### src/rtl/uart_rx_param.sv
// Parametrised UART receiver: 2-flop synchroniser, oversampled 3-sample majority vote,
// optional parity and 1/2 stop bits, valid/ready holding register with overrun detect.
module uart_rx_param #(
    parameter int CLK_FREQ   = 100_000_000,
    parameter int BAUD       = 9600,
    parameter int OVERSAMPLE = 8,
    parameter int DATA_BITS  = 8,
    parameter int PARITY     = 0,
    parameter int STOP_BITS  = 1
) (
    input  logic                 clk_i,
    input  logic                 rst_i,
    input  logic                 uart_rx_i,
    output logic [DATA_BITS-1:0] rx_data_o,
    output logic                 rx_valid_o,
    input  logic                 rx_ready_i,
    output logic                 parity_err_o,
    output logic                 frame_err_o,
    output logic                 overrun_o
);

    localparam int TICK_DIV = (CLK_FREQ + BAUD * OVERSAMPLE / 2) / (BAUD * OVERSAMPLE);
    localparam int TW = (TICK_DIV > 1) ? $clog2(TICK_DIV) : 1;
    localparam int SW = $clog2(OVERSAMPLE);
    localparam int BW = (DATA_BITS > 1) ? $clog2(DATA_BITS) : 1;
    localparam int M  = OVERSAMPLE / 2;

    localparam logic [2:0] S_IDLE   = 3'd0;
    localparam logic [2:0] S_START  = 3'd1;
    localparam logic [2:0] S_DATA   = 3'd2;
    localparam logic [2:0] S_PARITY = 3'd3;
    localparam logic [2:0] S_STOP   = 3'd4;

    logic                 sync1, rxs, rxs_d;
    logic [2:0]           state;
    logic [TW-1:0]        tcnt;
    logic [SW-1:0]        s;
    logic [BW-1:0]        bitcnt;
    logic                 stopcnt;
    logic                 v0, v1;
    logic [DATA_BITS-1:0] shreg;
    logic                 perr_p, ferr_p;
    logic                 done;

    logic tick, vote_tick, end_tick, vote, par_exp;

    assign tick      = (state != S_IDLE) && (tcnt == TW'(TICK_DIV - 1));
    assign vote_tick = tick && (s == SW'(M + 1));
    assign end_tick  = tick && (s == SW'(OVERSAMPLE - 1));
    // Third sample is the live line value at the deciding tick.
    assign vote      = (v0 & v1) | (v0 & rxs) | (v1 & rxs);
    assign par_exp   = (^shreg) ^ (PARITY == 2);

    always_ff @(posedge clk_i or posedge rst_i) begin
        if (rst_i) begin
            sync1   <= 1'b1;
            rxs     <= 1'b1;
            rxs_d   <= 1'b1;
            state   <= S_IDLE;
            tcnt    <= '0;
            s       <= '0;
            bitcnt  <= '0;
            stopcnt <= 1'b0;
            v0      <= 1'b1;
            v1      <= 1'b1;
            shreg   <= '0;
            perr_p  <= 1'b0;
            ferr_p  <= 1'b0;
            done    <= 1'b0;
        end else begin
            sync1 <= uart_rx_i;
            rxs   <= sync1;
            rxs_d <= rxs;
            done  <= 1'b0;

            if (state == S_IDLE) tcnt <= '0;
            else if (tick)       tcnt <= '0;
            else                 tcnt <= tcnt + 1'b1;

            if (state == S_IDLE) s <= '0;
            else if (tick)       s <= (s == SW'(OVERSAMPLE - 1)) ? '0 : s + 1'b1;

            if (tick && s == SW'(M - 1)) v0 <= rxs;
            if (tick && s == SW'(M))     v1 <= rxs;

            case (state)
                S_IDLE: begin
                    // Edge-triggered so a held-low line (break) cannot restart a frame.
                    if (rxs_d && !rxs) begin
                        state  <= S_START;
                        perr_p <= 1'b0;
                        ferr_p <= 1'b0;
                    end
                end
                S_START: begin
                    if (vote_tick && vote) state <= S_IDLE;
                    else if (end_tick) begin
                        state  <= S_DATA;
                        bitcnt <= '0;
                    end
                end
                S_DATA: begin
                    if (vote_tick) shreg[bitcnt] <= vote;
                    if (end_tick) begin
                        if (bitcnt == BW'(DATA_BITS - 1)) begin
                            state   <= (PARITY != 0) ? S_PARITY : S_STOP;
                            stopcnt <= 1'b0;
                        end else begin
                            bitcnt <= bitcnt + 1'b1;
                        end
                    end
                end
                S_PARITY: begin
                    if (vote_tick && (vote != par_exp)) perr_p <= 1'b1;
                    if (end_tick) begin
                        state   <= S_STOP;
                        stopcnt <= 1'b0;
                    end
                end
                S_STOP: begin
                    // Leave at the last stop-bit vote so the next start edge resyncs early.
                    if (vote_tick) begin
                        if (!vote) ferr_p <= 1'b1;
                        if (stopcnt == 1'(STOP_BITS - 1)) begin
                            state <= S_IDLE;
                            done  <= 1'b1;
                        end
                    end else if (end_tick) begin
                        stopcnt <= stopcnt + 1'b1;
                    end
                end
                default: state <= S_IDLE;
            endcase
        end
    end

    always_ff @(posedge clk_i or posedge rst_i) begin
        if (rst_i) begin
            rx_data_o    <= '0;
            rx_valid_o   <= 1'b0;
            parity_err_o <= 1'b0;
            frame_err_o  <= 1'b0;
            overrun_o    <= 1'b0;
        end else begin
            overrun_o <= 1'b0;
            if (done) begin
                if (!rx_valid_o || rx_ready_i) begin
                    rx_data_o    <= shreg;
                    parity_err_o <= perr_p;
                    frame_err_o  <= ferr_p;
                    rx_valid_o   <= 1'b1;
                end else begin
                    overrun_o <= 1'b1;
                end
            end else if (rx_valid_o && rx_ready_i) begin
                rx_valid_o <= 1'b0;
            end
        end
    end

endmodule

### config.mk
export PLATFORM = sky130hd
export DESIGN_NAME = uart_rx_param
export DESIGN_NICKNAME = d
export VERILOG_FILES = /design/src/rtl/uart_rx_param.sv
export SDC_FILE = /design/constraint.sdc
export NUM_CORES = 1
export LEC_CHECK = 0
export BUFFER_PORTS_ARGS = -buffer_cell sky130_fd_sc_hd__buf_4
export CELL_PAD_IN_SITES_DETAIL_PLACEMENT = 1
export CELL_PAD_IN_SITES_GLOBAL_PLACEMENT = 1
export CORE_MARGIN = 2
export CORE_UTILIZATION = 43
export CTS_CLUSTER_DIAMETER = 100
export CTS_CLUSTER_SIZE = 10
export DETAILED_ROUTE_END_ITERATION = 10
export PLACE_DENSITY = 0.82
export SLEW_MARGIN = 15
export SYNTH_ARGS = -nofsm -noshare
export SYNTH_HDL_FRONTEND = slang
export SYNTH_SLANG_ARGS = --single-unit
### constraint.sdc
create_clock -name clk_i -period 1.9 [get_ports clk_i]
set_input_delay 0.095 -clock clk_i [delete_from_list [all_inputs] [get_ports clk_i]]
set_output_delay 0.095 -clock clk_i [all_outputs]
set_load 0.1 [all_outputs]
[Yosys cells after proc, flatten, opt, wreduce, memory -nomap -nowiden]
Cells that the tools add are included.
Storage, ports and cells
  output and inout bits: 12
  input bits: 4
  register bits: 49
  word-level logic and storage cells: 128
Cells by class
  bitwise operators: 5
  $add $sub $neg: 4
  magnitude comparators: 2
  mux-type cells: 42
  reduce and logical (&&, ||, !) cells: 30
  equality and inequality tests: 26
Operators with widths (number)
  3-bit 2-to-1 mux: 15
  2-bit inequality test, second input constant: 12
  11-bit 2-to-1 mux: 2
  1-bit 2-to-1 mux: 18
  3-bit == test, second input constant: 5
  3-bit one-hot mux with 5 select lines: 1
  11-bit by 1-bit adder with 11-bit output, second input constant: 1
  11-bit == test, second input constant: 1
  1-bit logical AND: 10
  2-bit nonzero test: 5
  3-bit by 2-bit == test with 1-bit output, second input constant: 3
  8-bit bitwise mux: 1
  8-bit parity: 1
  7-bit AND reduction: 1
  3-bit by 1-bit adder with 3-bit output, second input constant: 2
  3-bit one-hot mux with 2 select lines: 1
  2-bit AND reduction: 3
  6-bit AND reduction: 1
  3-bit nonzero test: 2
  5-bit AND reduction: 1
  3-bit by 4-bit < comparator with 1-bit output, second input constant: 1
  2-bit by 1-bit inequality test with 1-bit output, second input constant: 2
  1-bit one-hot mux with 2 select lines: 2
  4-bit AND reduction: 1
  other kinds (13): 17

[Depth between registers and ports, before layout]
  depth in word-level cells: 7
  gate-level depth with buffers: 8
  mapped depth without buffers: 7

[Worst setup path after synthesis]
OpenSTA, ideal clock, no wires.
  path kind: register to register
  from: register rx_valid_o
  to: register frame_err_o
  data arrival time: 1886 ps
  setup slack: -112 ps
  setup time: 126 ps
  period minus slack after synthesis: 2012 ps
  stages on the path, launching flop included: 5
  data required time: 1774 ps
  buffers on the path: 1
  path through: dfrtp_1 nand2b_1 nand2_1 clkbuf_1 mux2_2
Between the ends
  longest elaborated chain between the ends: 3
RTL lines
  start: declaration: line 15  | output logic rx_valid_o,
  start signal: assignment: line 140  | rx_valid_o <= 1'b0;
  start signal: assignment: line 151  | rx_valid_o <= 1'b1;
  start signal: assignment: line 156  | rx_valid_o <= 1'b0;
  1-bit zero test: line 147  | if (!rx_valid_o || rx_ready_i) begin
  1-bit logical OR: line 147
  2-bit AND reduction (no source line)
  end signal: assignment: line 150  | frame_err_o <= ferr_p;
  end: declaration: line 18  | output logic frame_err_o,
No other way between the ends.
A chain may end at the register's enable or synchronous reset.

[Worst setup path after layout]
  from: register v0
  to: register bitcnt[0]
Between the ends
  longest elaborated chain between the ends: 6
  elaborated cells on any way between the ends: 7
  those cells by class: eq/ne (1); bitwise (4); reduce/logical (2)
RTL lines
  start: declaration: line 40  | logic v0, v1;
  start signal: assignment: line 83  | if (tick && s == SW'(M - 1)) v0 <= rxs;
  1-bit bitwise AND: line 51  | assign vote = (v0 & v1) | (v0 & rxs) | (v1 & rxs);
  1-bit OR (*) (2 in series): line 51
  1-bit logical AND (*): line 96  | if (vote_tick && vote) state <= S_IDLE;
  2-bit inequality test (no source line) (*)
  5-bit AND reduction (no source line) (*)
  end signal: assignment: line 109  | bitcnt <= bitcnt + 1'b1;
  end: declaration: line 38  | logic [BW-1:0] bitcnt;
Every way passes the cells marked *; elsewhere a longest branch is shown, timed or not.

==> results.py <==
metrics = {
    "floorplan": {
        "coreArea_mm2": 0.00544,
        "start_util": 0.438,
        "rows": 27,
        "die-area_mm2": 0.00616,
        "fp.dieH_um": 78.5,
        "top_level_ports": 16,
        "die_w_um": 78.5,
    },
    "detailed_routing": {
        "drt_pre_antenna_iters": 4,
        "vias": 1825,
        "antenna_left": 0,
        "wl_met1_um": 2510,
        "wl_met3_um": 97,
        "top_layer": "met4",
        "routed_wl_um": 6060,
        "route.detailed.drc": 0,
        "post_drt_wl_per_cell_um": 17.8,
        "via_per_inst": 5.37,
        "drtIter0Drc": 67,
        "wl_met2_um": 3380,
    },
    "timing": {
        "slew_violations": 0,
        "fmax_mhz": 507,
        "fin_setup_tns_ps": -298,
        "rsz0062_at_grt": "yes",
        "finClkSkew_ps": 10.4,
        "holdWs_ps": 85.9,
        "relSlewSlack": 0.648,
        "min_period_ps": 1970,
        "layout_setup_ws_ps": -74.2,
        "setup_viol": 8,
        "period_share": 1.04,
        "worst_pin_slew_ps": 527,
        "hold_viol": 0,
    },
    "job": {
        "maxCapViolCount": 0,
    },
    "cts": {
        "cts_num_sinks": 49,
        "clockBufferDepth": 2,
        "worst_skew_pair.late_latency_ps": 300,
        "clk_pin_slew_worst_paths_ps": 80,
        "cts-htree-levels": 2,
        "clockRootBuffer": "clkbuf_8",
        "cts_buffers": 5,
        "tritoncts": "yes",
    },
    "final_layout": {
        "final-seq-area_mm2": 0.00123,
        "multiInputGateArea_mm2": 0.00121,
        "n_antenna_cell": 0,
        "synthToLayoutAreaGrowth_pct": 28.5,
        "nFillCells": 585,
        "drive_gt1_frac": 0.381,
        "fin_area_mm2": 0.00307,
        "post-route-util": 0.564,
        "final_net_count": 280,
    },
    "global_routing": {
        "antenna_found_initial": 0,
        "globalRouteTotalUtil": 0.202,
        "grt_start_max_net_pins": 27,
        "grt-ovfl-total": 0,
        "grt_pass1_vias": 1954,
        "grt_pass1_wl_um": 9630,
    },
    "logic_synthesis": {
        "synth_area_leaders": "dfrtp_1 46%, dfstp_2 5.5%, ha_1 4.7%",
        "async_flop_share": 1.00,
        "seq_area_frac_synth": 0.517,
        "synth_edf_count": 0,
        "synth_ff_type": "dfrtp_1",
        "syn_inst": 216,
        "synth.ff_latch_count": 49,
        "netlist_area_mm2": 0.00238,
        "ys_types": 42,
        "syn_avg_cell_area_um2": 11.0,
        "yosys_warnings": 0,
        "yosys.area.top_type_share": 0.462,
        "synth.largest_area_cell": "dfrtp_1",
        "syn_nets": 229,
    },
    "critical_path": {
        "slowest_stage": "or4b_4",
        "required_ps": 2090,
        "slowest_delay_ps": 500,
        "endpoint_kind": "flop",
        "worst-path-buf-inv": 0,
        "cp_max_fo": 2,
        "start_kind": "flop",
        "r2r_start": "v0",
        "worstSetupStartpoint": "v0",
        "crit_family": "simple AND/OR/NAND/NOR gates",
        "worstSetupPathType": "flop to flop",
        "path_cells": "maj3_2, a311oi_2, a21oi_1, or4b_4, mux2_4",
        "arrival_ps": 2160,
    },
    "placement": {
        "gp_congestion": 0.848,
        "dp.final_hpwl_um": 4170,
        "post-place-ws_ps": -63.7,
        "numPortBuffers": 15,
        "dpl_cell_area_mm2": 0.00282,
    },
    "outcome": {
        "violations": "negative setup slack",
        "status": "complete, but fails checks",
    },
    "pwr": {
        "power_density_mw_per_mm2": 675,
        "peakVddDrop_mv": 0.616,
        "p_leak_nw": 1.46,
    },
    "worst_hold_path": {
        "hold_class": "input pin to flop",
        "hp-start": "rx_ready_i",
    },
}
[cell type report]
cell class,count,share of cell area
Multi-Input combinational cell,149,0.393
Timing Repair Buffer,52,0.136
Tap cell,72,0.0294
Clock inverter,2,0.00327
Sequential cell,49,0.402
Inverter,10,0.0122
Clock buffer,6,0.0237
[cell usage in the layout (no fill, tap or decap), types with 4 or more instances in the layout]
cell type  instances
inv_1              9
nand3_1            6
mux2_4             9
o21ai_0            9
nand4_1            7
or3_1              4
dfrtp_1           43
xor2_1             5
a21oi_1            8
mux2_2             9
dfstp_2            5
nand2_1           17
nor2_1            18
ha_1               7
buf_4             47
clkbuf_8           5
xnor2_1            7
[logic make-up after synthesis]
logic type | count (synthesis) | share of synthesized area
muxes | 22 | 0.104
AOI/OAI and AO/OA | 23 | 0.0582
and+or+nand+nor | 81 | 0.185
xor gates and xnor gates | 13 | 0.0535
buffers and inverters | 18 | 0.0299
DFF | 49 | 0.517
adders and majority gates | 10 | 0.0519
[routing by layer]
metal | GRT usage | vias up
met3 | 0.0253 | 8
met5 | 0 | -
met2 | 0.372 | 24
met1 | 0.240 | 931
met4 | 0.0702 | 0
li1 | - | 862
[worst reg2reg max path, stage by stage (launching register included)]
cell,delay (ps)
dfstp_2,380
maj3_2,330
a311oi_2,280
a21oi_1,70
or4b_4,500
mux2_4,310
[timing repair]
item | 4_1_cts | 5_1_grt
resized for setup | 12 | 14
hold endpoints to repair | 19 | 0
pin swaps | 8 | 6
setup endpoints to repair | 11 | 20
hold buffers | 2 | 0
setup buffers | 3 | 1
[per-stage QoR]
| stage | instances | total power [W] |
|---|---|---|
| after floorplan | 216 | 0.00132 |
| after global placement | 326 | 0.00145 |
| after detailed placement | 326 | 0.00146 |
| after CTS | 339 | 0.00208 |
| after global routing | 340 | 0.00217 |
| final | 340 | 0.00207 |
[flip-flops by register name, summed over array words and instances, names as in the netlist, 3 cells and up]
signal     count
state          3
s              3
tcnt          11
bitcnt         3
rx_data_o      8
shreg          8
[cell usage after synthesis (5+ instances only)]
cell and count:
dfstp_2 5, ha_1 9, a21oi_1 8, mux2_2 9, nand2_1 18, or3_1 5
xor2_1 5, nand3_1 8, clkbuf_1 5, o21ai_0 9, nor2_1 19, dfrtp_1 44
xnor2_1 7, mux2_1 10, nand4_1 7, inv_1 10
[path summary, 6_finish.rpt]
path | slack (ps) | end | cells past startpoint
setup / recovery | -70 | bitcnt[0] | 5
min in group asynchronous | 400 | done | 3
max in group asynchronous | 980 | rx_valid_o | 4
setup reg to reg | -70 | bitcnt[0] | 5
hold reg to reg | 360 | rxs | 0
hold / removal | 90 | overrun_o | 3
[report_power, final]
part | internal [W] | switching (W)
Clock | 0.000256 | 0.000339
Sequential | 0.00110 | 0.0000488
Combinational | 0.000158 | 0.000165
Total | 0.00152 | 0.000553
Power figures use the tool's default switching activity.
